[config.mk]
export PLATFORM = sky130hd
export DESIGN_NAME = bit_deser
export DESIGN_NICKNAME = d
export VERILOG_FILES = /design/src/rtl/bit_deser.sv
export SDC_FILE = /design/constraint.sdc
export NUM_CORES = 1
export LEC_CHECK = 0
export CORE_ASPECT_RATIO = 1.5
export CORE_MARGIN = 2
export CORE_UTILIZATION = 50
export CTS_CLUSTER_DIAMETER = 150
export DETAILED_ROUTE_END_ITERATION = 10
export PLACE_DENSITY = 0.85
export SLEW_MARGIN = 10
export SYNTH_ARGS = -nofsm -noshare
export SYNTH_HDL_FRONTEND = slang
export SYNTH_SLANG_ARGS = --single-unit
[constraint.sdc]
create_clock -name clk -period 2.34 [get_ports clk]
set_input_delay 0.585 -clock clk [delete_from_list [all_inputs] [get_ports clk]]
set_output_delay 0.585 -clock clk [all_outputs]
set_load 0.02 [all_outputs]
[src/rtl/bit_deser.sv]
// bit_deser: serial-to-parallel deserializer with frame start and ready/valid handshake.
//
// A frame begins with an accepted bit carrying sin_start and runs for WIDTH data bits.
// The word is presented on pout/pout_valid and held until the consumer takes it.
// A sin_start in the middle of a frame abandons the partial word and restarts.
//
// Parameters:
//   WIDTH     - parallel word width (2..32)
//   MSB_FIRST - 1: first serial bit lands in pout[WIDTH-1]; 0: first bit lands in pout[0]
//
// Ports:
//   clk         in   clock, rising edge
//   rst_n       in   asynchronous active-low reset
//   sin         in   serial data bit
//   sin_valid   in   sin is meaningful this cycle
//   sin_start   in   first bit of a frame (qualified by sin_valid)
//   sin_ready   out  a bit is accepted when sin_valid && sin_ready
//   pout        out  assembled word
//   pout_valid  out  pout holds a complete word
//   pout_ready  in   consumer takes the word when pout_valid && pout_ready
//   parity_err  out  even-parity failure, valid with pout_valid (BIT_DESER_PARITY_EN only)
//   framing_err out  one-cycle pulse when a frame is restarted
//
// Build option: define BIT_DESER_PARITY_EN to append one even-parity bit to every frame.
module bit_deser #(
  parameter int unsigned WIDTH     = 8,
  parameter bit          MSB_FIRST = 1'b1
) (
  input  logic             clk,
  input  logic             rst_n,
  input  logic             sin,
  input  logic             sin_valid,
  input  logic             sin_start,
  output logic             sin_ready,
  output logic [WIDTH-1:0] pout,
  output logic             pout_valid,
  input  logic             pout_ready,
`ifdef BIT_DESER_PARITY_EN
  output logic             parity_err,
`endif
  output logic             framing_err
);

  localparam int unsigned CW = $clog2(WIDTH + 1);

`ifdef BIT_DESER_PARITY_EN
  typedef enum logic [1:0] {StIdle, StShift, StPar, StHold} state_e;
`else
  typedef enum logic [1:0] {StIdle, StShift, StHold} state_e;
`endif

  state_e           state_q, state_d;
  logic [CW-1:0]    cnt_q, cnt_d;
  logic [WIDTH-1:0] sh_q, sh_d;
  logic [WIDTH-1:0] pout_q, pout_d;
  logic             ferr_q, ferr_d;
  logic             accept;
  logic             load_first;
  logic [WIDTH-1:0] shifted;
`ifdef BIT_DESER_PARITY_EN
  logic             par_q, par_d;
  logic             perr_q, perr_d;
`endif

  assign sin_ready = (state_q != StHold) || pout_ready;
  assign accept    = sin_valid && sin_ready;

  // After WIDTH shifts the first bit sits at the MSB (MSB_FIRST) or the LSB.
  assign shifted = MSB_FIRST ? {sh_q[WIDTH-2:0], sin} : {sin, sh_q[WIDTH-1:1]};

  always_comb begin
    state_d    = state_q;
    cnt_d      = cnt_q;
    sh_d       = sh_q;
    pout_d     = pout_q;
    ferr_d     = 1'b0;
    load_first = 1'b0;
`ifdef BIT_DESER_PARITY_EN
    par_d      = par_q;
    perr_d     = perr_q;
`endif
    unique case (state_q)
      StIdle: begin
        if (accept && sin_start) load_first = 1'b1;
      end
      StShift: begin
        if (accept) begin
          if (sin_start) begin
            load_first = 1'b1;
            ferr_d     = 1'b1;
          end else begin
            cnt_d = cnt_q + CW'(1);
            sh_d  = shifted;
`ifdef BIT_DESER_PARITY_EN
            par_d = par_q ^ sin;
            if (cnt_q == CW'(WIDTH - 1)) state_d = StPar;
`else
            if (cnt_q == CW'(WIDTH - 1)) begin
              state_d = StHold;
              pout_d  = shifted;
            end
`endif
          end
        end
      end
`ifdef BIT_DESER_PARITY_EN
      StPar: begin
        if (accept) begin
          if (sin_start) begin
            load_first = 1'b1;
            ferr_d     = 1'b1;
          end else begin
            state_d = StHold;
            pout_d  = sh_q;
            perr_d  = par_q ^ sin;
          end
        end
      end
`endif
      StHold: begin
        if (pout_ready) begin
          // Word consumed; a simultaneous start bit opens the next frame directly.
          if (accept && sin_start) begin
            load_first = 1'b1;
          end else begin
            state_d = StIdle;
            cnt_d   = '0;
          end
`ifdef BIT_DESER_PARITY_EN
          perr_d = 1'b0;
`endif
        end
      end
      default: state_d = StIdle;
    endcase

    if (load_first) begin
      state_d = StShift;
      cnt_d   = CW'(1);
      sh_d    = shifted;
`ifdef BIT_DESER_PARITY_EN
      par_d   = sin;
`endif
    end
  end

  always_ff @(posedge clk or negedge rst_n) begin
    if (!rst_n) begin
      state_q <= StIdle;
      cnt_q   <= '0;
      sh_q    <= '0;
      pout_q  <= '0;
      ferr_q  <= 1'b0;
`ifdef BIT_DESER_PARITY_EN
      par_q   <= 1'b0;
      perr_q  <= 1'b0;
`endif
    end else begin
      state_q <= state_d;
      cnt_q   <= cnt_d;
      sh_q    <= sh_d;
      pout_q  <= pout_d;
      ferr_q  <= ferr_d;
`ifdef BIT_DESER_PARITY_EN
      par_q   <= par_d;
      perr_q  <= perr_d;
`endif
    end
  end

  assign pout        = pout_q;
  assign pout_valid  = (state_q == StHold);
  assign framing_err = ferr_q;
`ifdef BIT_DESER_PARITY_EN
  assign parity_err  = perr_q;
`endif

endmodule

# Word-level counts from Yosys, hierarchy flattened
# Index checks and enable logic that the tools add are counted.
[word_totals] register_bits=22 latch_bits=0 ram_bits=0 rom_bits=0 input_bits=6 word_cells=52 mem_count=0
[classes] addsub=1 multipliers=0 n_div=0 n_lt_le_gt_ge=0 eq_ne=11 shift=0 mux=23 n_bitwise=1 reduce_logical=11
[ops] operator="2-to-1 mux 7 bit" count=4
[ops] operator="2-to-1 mux 4 bit" count=5
[ops] operator="2-to-1 mux 2 bit" count=6
[ops] operator="!= test 3 bit (second input constant)" count=4
[ops] operator="case mux 4 bit (2 select lines)" count=1
[ops] operator="case mux 2 bit (3 select lines)" count=1
[ops] operator="AND reduction 6 bit" count=1
[ops] operator="2-to-1 mux 1 bit" count=5
[ops] operator="AND reduction 5 bit" count=1
[ops] operator="adder 4 x 1 -> 4 bit (second input constant)" count=1
[ops] operator="== test 4 x 3 -> 1 bit (second input constant)" count=1
[ops] operator="!= test 2 bit (second input constant)" count=2
[ops] operator="AND reduction 4 bit" count=1
[ops] operator="nonzero test 2 bit" count=2
[ops] operator="!= test 3 x 1 -> 1 bit (second input constant)" count=1
[ops] operator="case mux 1 bit (3 select lines)" count=1
[ops] operator="AND reduction 3 bit" count=1
[ops] operator="nonzero test 3 bit" count=1
[ops] operator="== test 2 x 1 -> 1 bit (second input constant)" count=1
[ops] operator="== test 2 bit (second input constant)" count=1
[ops] operator="logical AND 1 bit" count=2
[ops] operator="zero test 2 bit" count=1
[ops] operator="!= test 2 x 1 -> 1 bit (second input constant)" count=1
[ops] operator="logical OR 1 bit" count=1
[ops] operator="NOT 1 bit" count=1

# Logic depth before layout (Yosys ltp)
[depth] ltp_word=9 depth_mapped=5 mapped_depth_nobuf=4

# Worst setup path before layout
# No wires, ideal clock.
[synth_timing] path_kind="in2reg" from="input sin_valid" to="register pout_q[0] (netlist: pout[0])" setup_ps=125 t_arrival_ps=1565 required_time_ps=2215 slack_ps=650 cell_stages=4 path_buffers=1 cell_sequence="nand3b_4 or4_4 buf_6 mux2_4"
[synth_between] elab_chain_len=2
[synth_rtl] item="from (decl)" line_no="32" text="input logic sin_valid,"
[synth_rtl] item="logical AND 1 bit" line_no="66" text="assign accept = sin_valid && sin_ready;"
[synth_rtl] item="AND reduction 4 bit (no line)"
[synth_rtl] item="to (signal assigned)" line_no="162" text="pout_q <= pout_d;"
[synth_rtl] item="to (decl)" line_no="55" text="logic [WIDTH-1:0] pout_q, pout_d;"
# No other way between the ends.
# A chain may end at the register's enable or synchronous reset.

# Worst setup path in the final report
[layout_timing] from="register state_q[0]" to="output pout_valid"
[layout_between] elab_chain_len=1
[layout_rtl] item="from (decl)" line_no="52" text="state_e state_q, state_d;"
[layout_rtl] item="from (signal assigned)" line_no="149" text="state_q <= StIdle;"
[layout_rtl] item="from (signal assigned)" line_no="159" text="state_q <= state_d;"
[layout_rtl] item="== test 2 bit" line_no="172" text="assign pout_valid = (state_q == StHold);"
[layout_rtl] item="to (decl)" line_no="36" text="output logic pout_valid,"
# No other way between the ends.

==> impl_metrics.json <==
{
  "antenna_cells": 0,
  "worstSetupStartpointType": "flip-flop",
  "ir_drop_mv": 0.6581,
  "htree_levels": 1,
  "core_sq_mm": 0.001854,
  "yosys_register_bits": 22,
  "row_count": 19,
  "gp_congestion": 0.7514,
  "start_util_pct": 53.78,
  "postPlaceCellArea_sq_mm": 0.001199,
  "die-area_sq_mm": 0.002375,
  "insertion_delay_ps": 300,
  "rsz0062_at_grt": "no",
  "wl_met3_um": 39,
  "synth.cell_area_sq_um": 997.2,
  "regArea_sq_um": 551.8,
  "power_leakage_uw": 0.0005755,
  "crit_chain": "and2b_1 > clkdlybuf4s50_1",
  "hold_viol": 0,
  "cts_buffers": 3,
  "synth_compound_gate_area_share_pct": 6.524,
  "wl_per_cell_um": 14.67,
  "critPathMaxFanout": 9,
  "cap_viol_max_count": 0,
  "hp-class": "flip-flop to flip-flop",
  "synth_fp_nets": 79,
  "worstPathArrival_ps": 1650,
  "synth_area_per_cell_sq_um": 13.85,
  "cts_root_buf": "clkbuf_4",
  "antenna_found_initial": 0,
  "synth_edf_count": 0,
  "yosys.area.top_type": "dfrtp_1",
  "dp_hpwl_mm": 1.212,
  "yosys.area.top_type_share_pct": 55.21,
  "io_pins": 17,
  "utilization_pct": 66.60,
  "yosys.cell_count.top_type": "dfrtp_1",
  "synthTopCellsByArea": "dfrtp_1, mux2_4, mux2_2",
  "grt_overflow": 0,
  "syn-instance-count": 72,
  "hold_ws_ps": 524.5,
  "grt_pass1_wl_mm": 2.877,
  "remaining_drc_errors": 0,
  "multiInputGateArea_sq_um": 420.4,
  "dr.pass1.iters": 4,
  "totalNegativeSetupSlack_ps": 0,
  "cp-end-kind": "primary output",
  "first_iter_violations": 5,
  "cts_tree": "built",
  "via_count": 630,
  "grt_usage_pct": 17.49,
  "synth_cell_types": 24,
  "fin_area_sq_mm": 0.001235,
  "highest_layer": "met3",
  "cellPowerDensity_mw_per_mm2": 980.0,
  "finalCritPeriodShare_pct": 95.30,
  "fmax_ghz": 0.4484,
  "pwr-share-clk_pct": 17.1,
  "portBuffers": 16,
  "synthAdderAreaFrac_pct": 1.255,
  "swShare_pct": 30.41,
  "tightest_slew_ps": 419.0,
  "fin_skew_ps": 5.239,
  "synthTopCellsByCount": "dfrtp_1, mux2_4, mux2_2",
  "power.internal_uw": 842.2,
  "grt_pass1_vias": 644,
  "area_growth_pct": 23.84,
  "wl_mm": 1.702,
  "setup_violations": 0,
  "status": "complete, no violations",
  "synth-simple-area-share_pct": 12.67,
  "met1_length_um": 752,
  "yosys-mux-area-fraction_pct": 19.95,
  "die_h_um": 58.70,
  "ys_seq_area_share_pct": 55.21,
  "fill_cells": 145,
  "finalCriticalPeriod_ps": 2230,
  "drive_above_1_share_pct": 29.47,
  "ant_nets": 0,
  "crit_slowest_cell": "clkdlybuf4s50_1",
  "grt_start_max_net_pins": 23,
  "synth_warnings": 0,
  "vias_per_cell": 5.431,
  "power_uw": 1210,
  "p_switching_uw": 368.0,
  "clkSinkCount": 22,
  "slew_violations": 0,
  "p_comb_share_pct": 33.9,
  "die_x_um": 40.47,
  "synth_ff_type": "dfrtp_1",
  "slew_headroom_pct": 72.07,
  "critPathRequiredTime_ps": 1750,
  "cts.path.max_buffers": 2,
  "clkTransAtPathRegs_ps": 120,
  "nets": 103,
  "wl_met2_um": 910,
  "synth_xor_area_share_pct": 1.757,
  "seq_power_share_pct": 49.0,
  "slowest_delay_ps": 610,
  "synth_top_family_by_area": "multiplexers",
  "async_reset_ff_share_pct": 100.0,
  "path_class": "flip-flop to primary output"
}
## path summary, 6_finish.rpt
kind	end	startpoint	cells past startpoint	slack (ps)
hold reg to reg	pout[4]$_DFFE_PN0P_	pout[4]$_DFFE_PN0P_	1	520
setup / recovery	pout_valid	state_q[0]$_DFFE_PN0P_	2	110
hold / removal	pout[4]$_DFFE_PN0P_	pout[4]$_DFFE_PN0P_	1	520
min in group asynchronous	sh_q[1]$_DFFE_PN0P_	rst_n	2	620
max in group asynchronous	state_q[0]$_DFFE_PN0P_	rst_n	2	1490
setup reg to reg	pout[3]$_DFFE_PN0P_	state_q[1]$_DFFE_PN0P_	4	570
## through the flow
stage / std cells / setup slack (ps)
after floorplan: 72 / 650.2
final: 116 / 109.9
after global placement: 112 / -16.98
after global routing: 116 / 31.17
after CTS: 116 / 71.81
after detailed placement: 112 / -26.05
## worst max-delay path: cells and delay by family, from the launching register on
kind / cells / cell delay (ps)
buffers and inverters: 1 / 610
flip-flops: 1 / 490
AND/OR/NAND/NOR: 1 / 240
## sequential cells by signal (all words and copies together), names as in the netlist
register	cells
cnt_q	4
framing_err	1
pout	8
sh_q	7
state_q	2
## logic make-up (layout without fill, tap and decap cells)
kind of cell               count (synthesis)  after routing
AOI/OAI and AO/OA                         10             10
xor gates and xnor gates                   2              2
adders and majority gates                  1              1
buffers and inverters                      3             26
DFF                                       22             22
muxes                                     15             15
and+or+nand+nor                           19             19
## power groups by stage
stage / logic, uW / registers, uW / clock network (uW)
after floorplan: 187 / 647 / 0
after global placement: 402 / 593 / 0
after detailed placement: 409 / 599 / 0
after CTS: 414 / 593 / 212
after global routing: 437 / 612 / 224
final: 410 / 593 / 206
## final cells by class
class,count,share of cell area [%]
sequential,22,44.68
multi-input combinational,47,34.04
timing repair buffer,21,15.91
clock buffer,4,2.938
tap,21,2.128
inverter,1,0.3040
## timing repair
| action | CTS | global route |
|---|---|---|
| setup buffers | 0 | 0 |
| setup endpoints to repair | 1 | 1 |
| gates resized for setup | 1 | 1 |
| hold buffers | 0 | 0 |
## routing by layer
| metal | vias up | global-route usage (%) |
|---|---|---|
| met5 | - | 0 |
| met4 | 0 | 5.714 |
| met3 | 0 | 3.396 |
| met2 | 10 | 28.12 |
| met1 | 321 | 23.06 |
| li1 | 299 | - |
## cell usage in the layout, fill, tap and decap left out, types with 2 or more instances in the layout
cell type	n
dfrtp_1	21
clkdlybuf4s50_1	15
mux2_4	8
mux2_2	7
nand2_1	6
buf_4	5
o21ai_0	4
nand2b_1	3
clkbuf_4	3
and2b_1	2
xor2_1	2
nor2_1	2
Note: power is estimated with default switching activity, not from simulation.
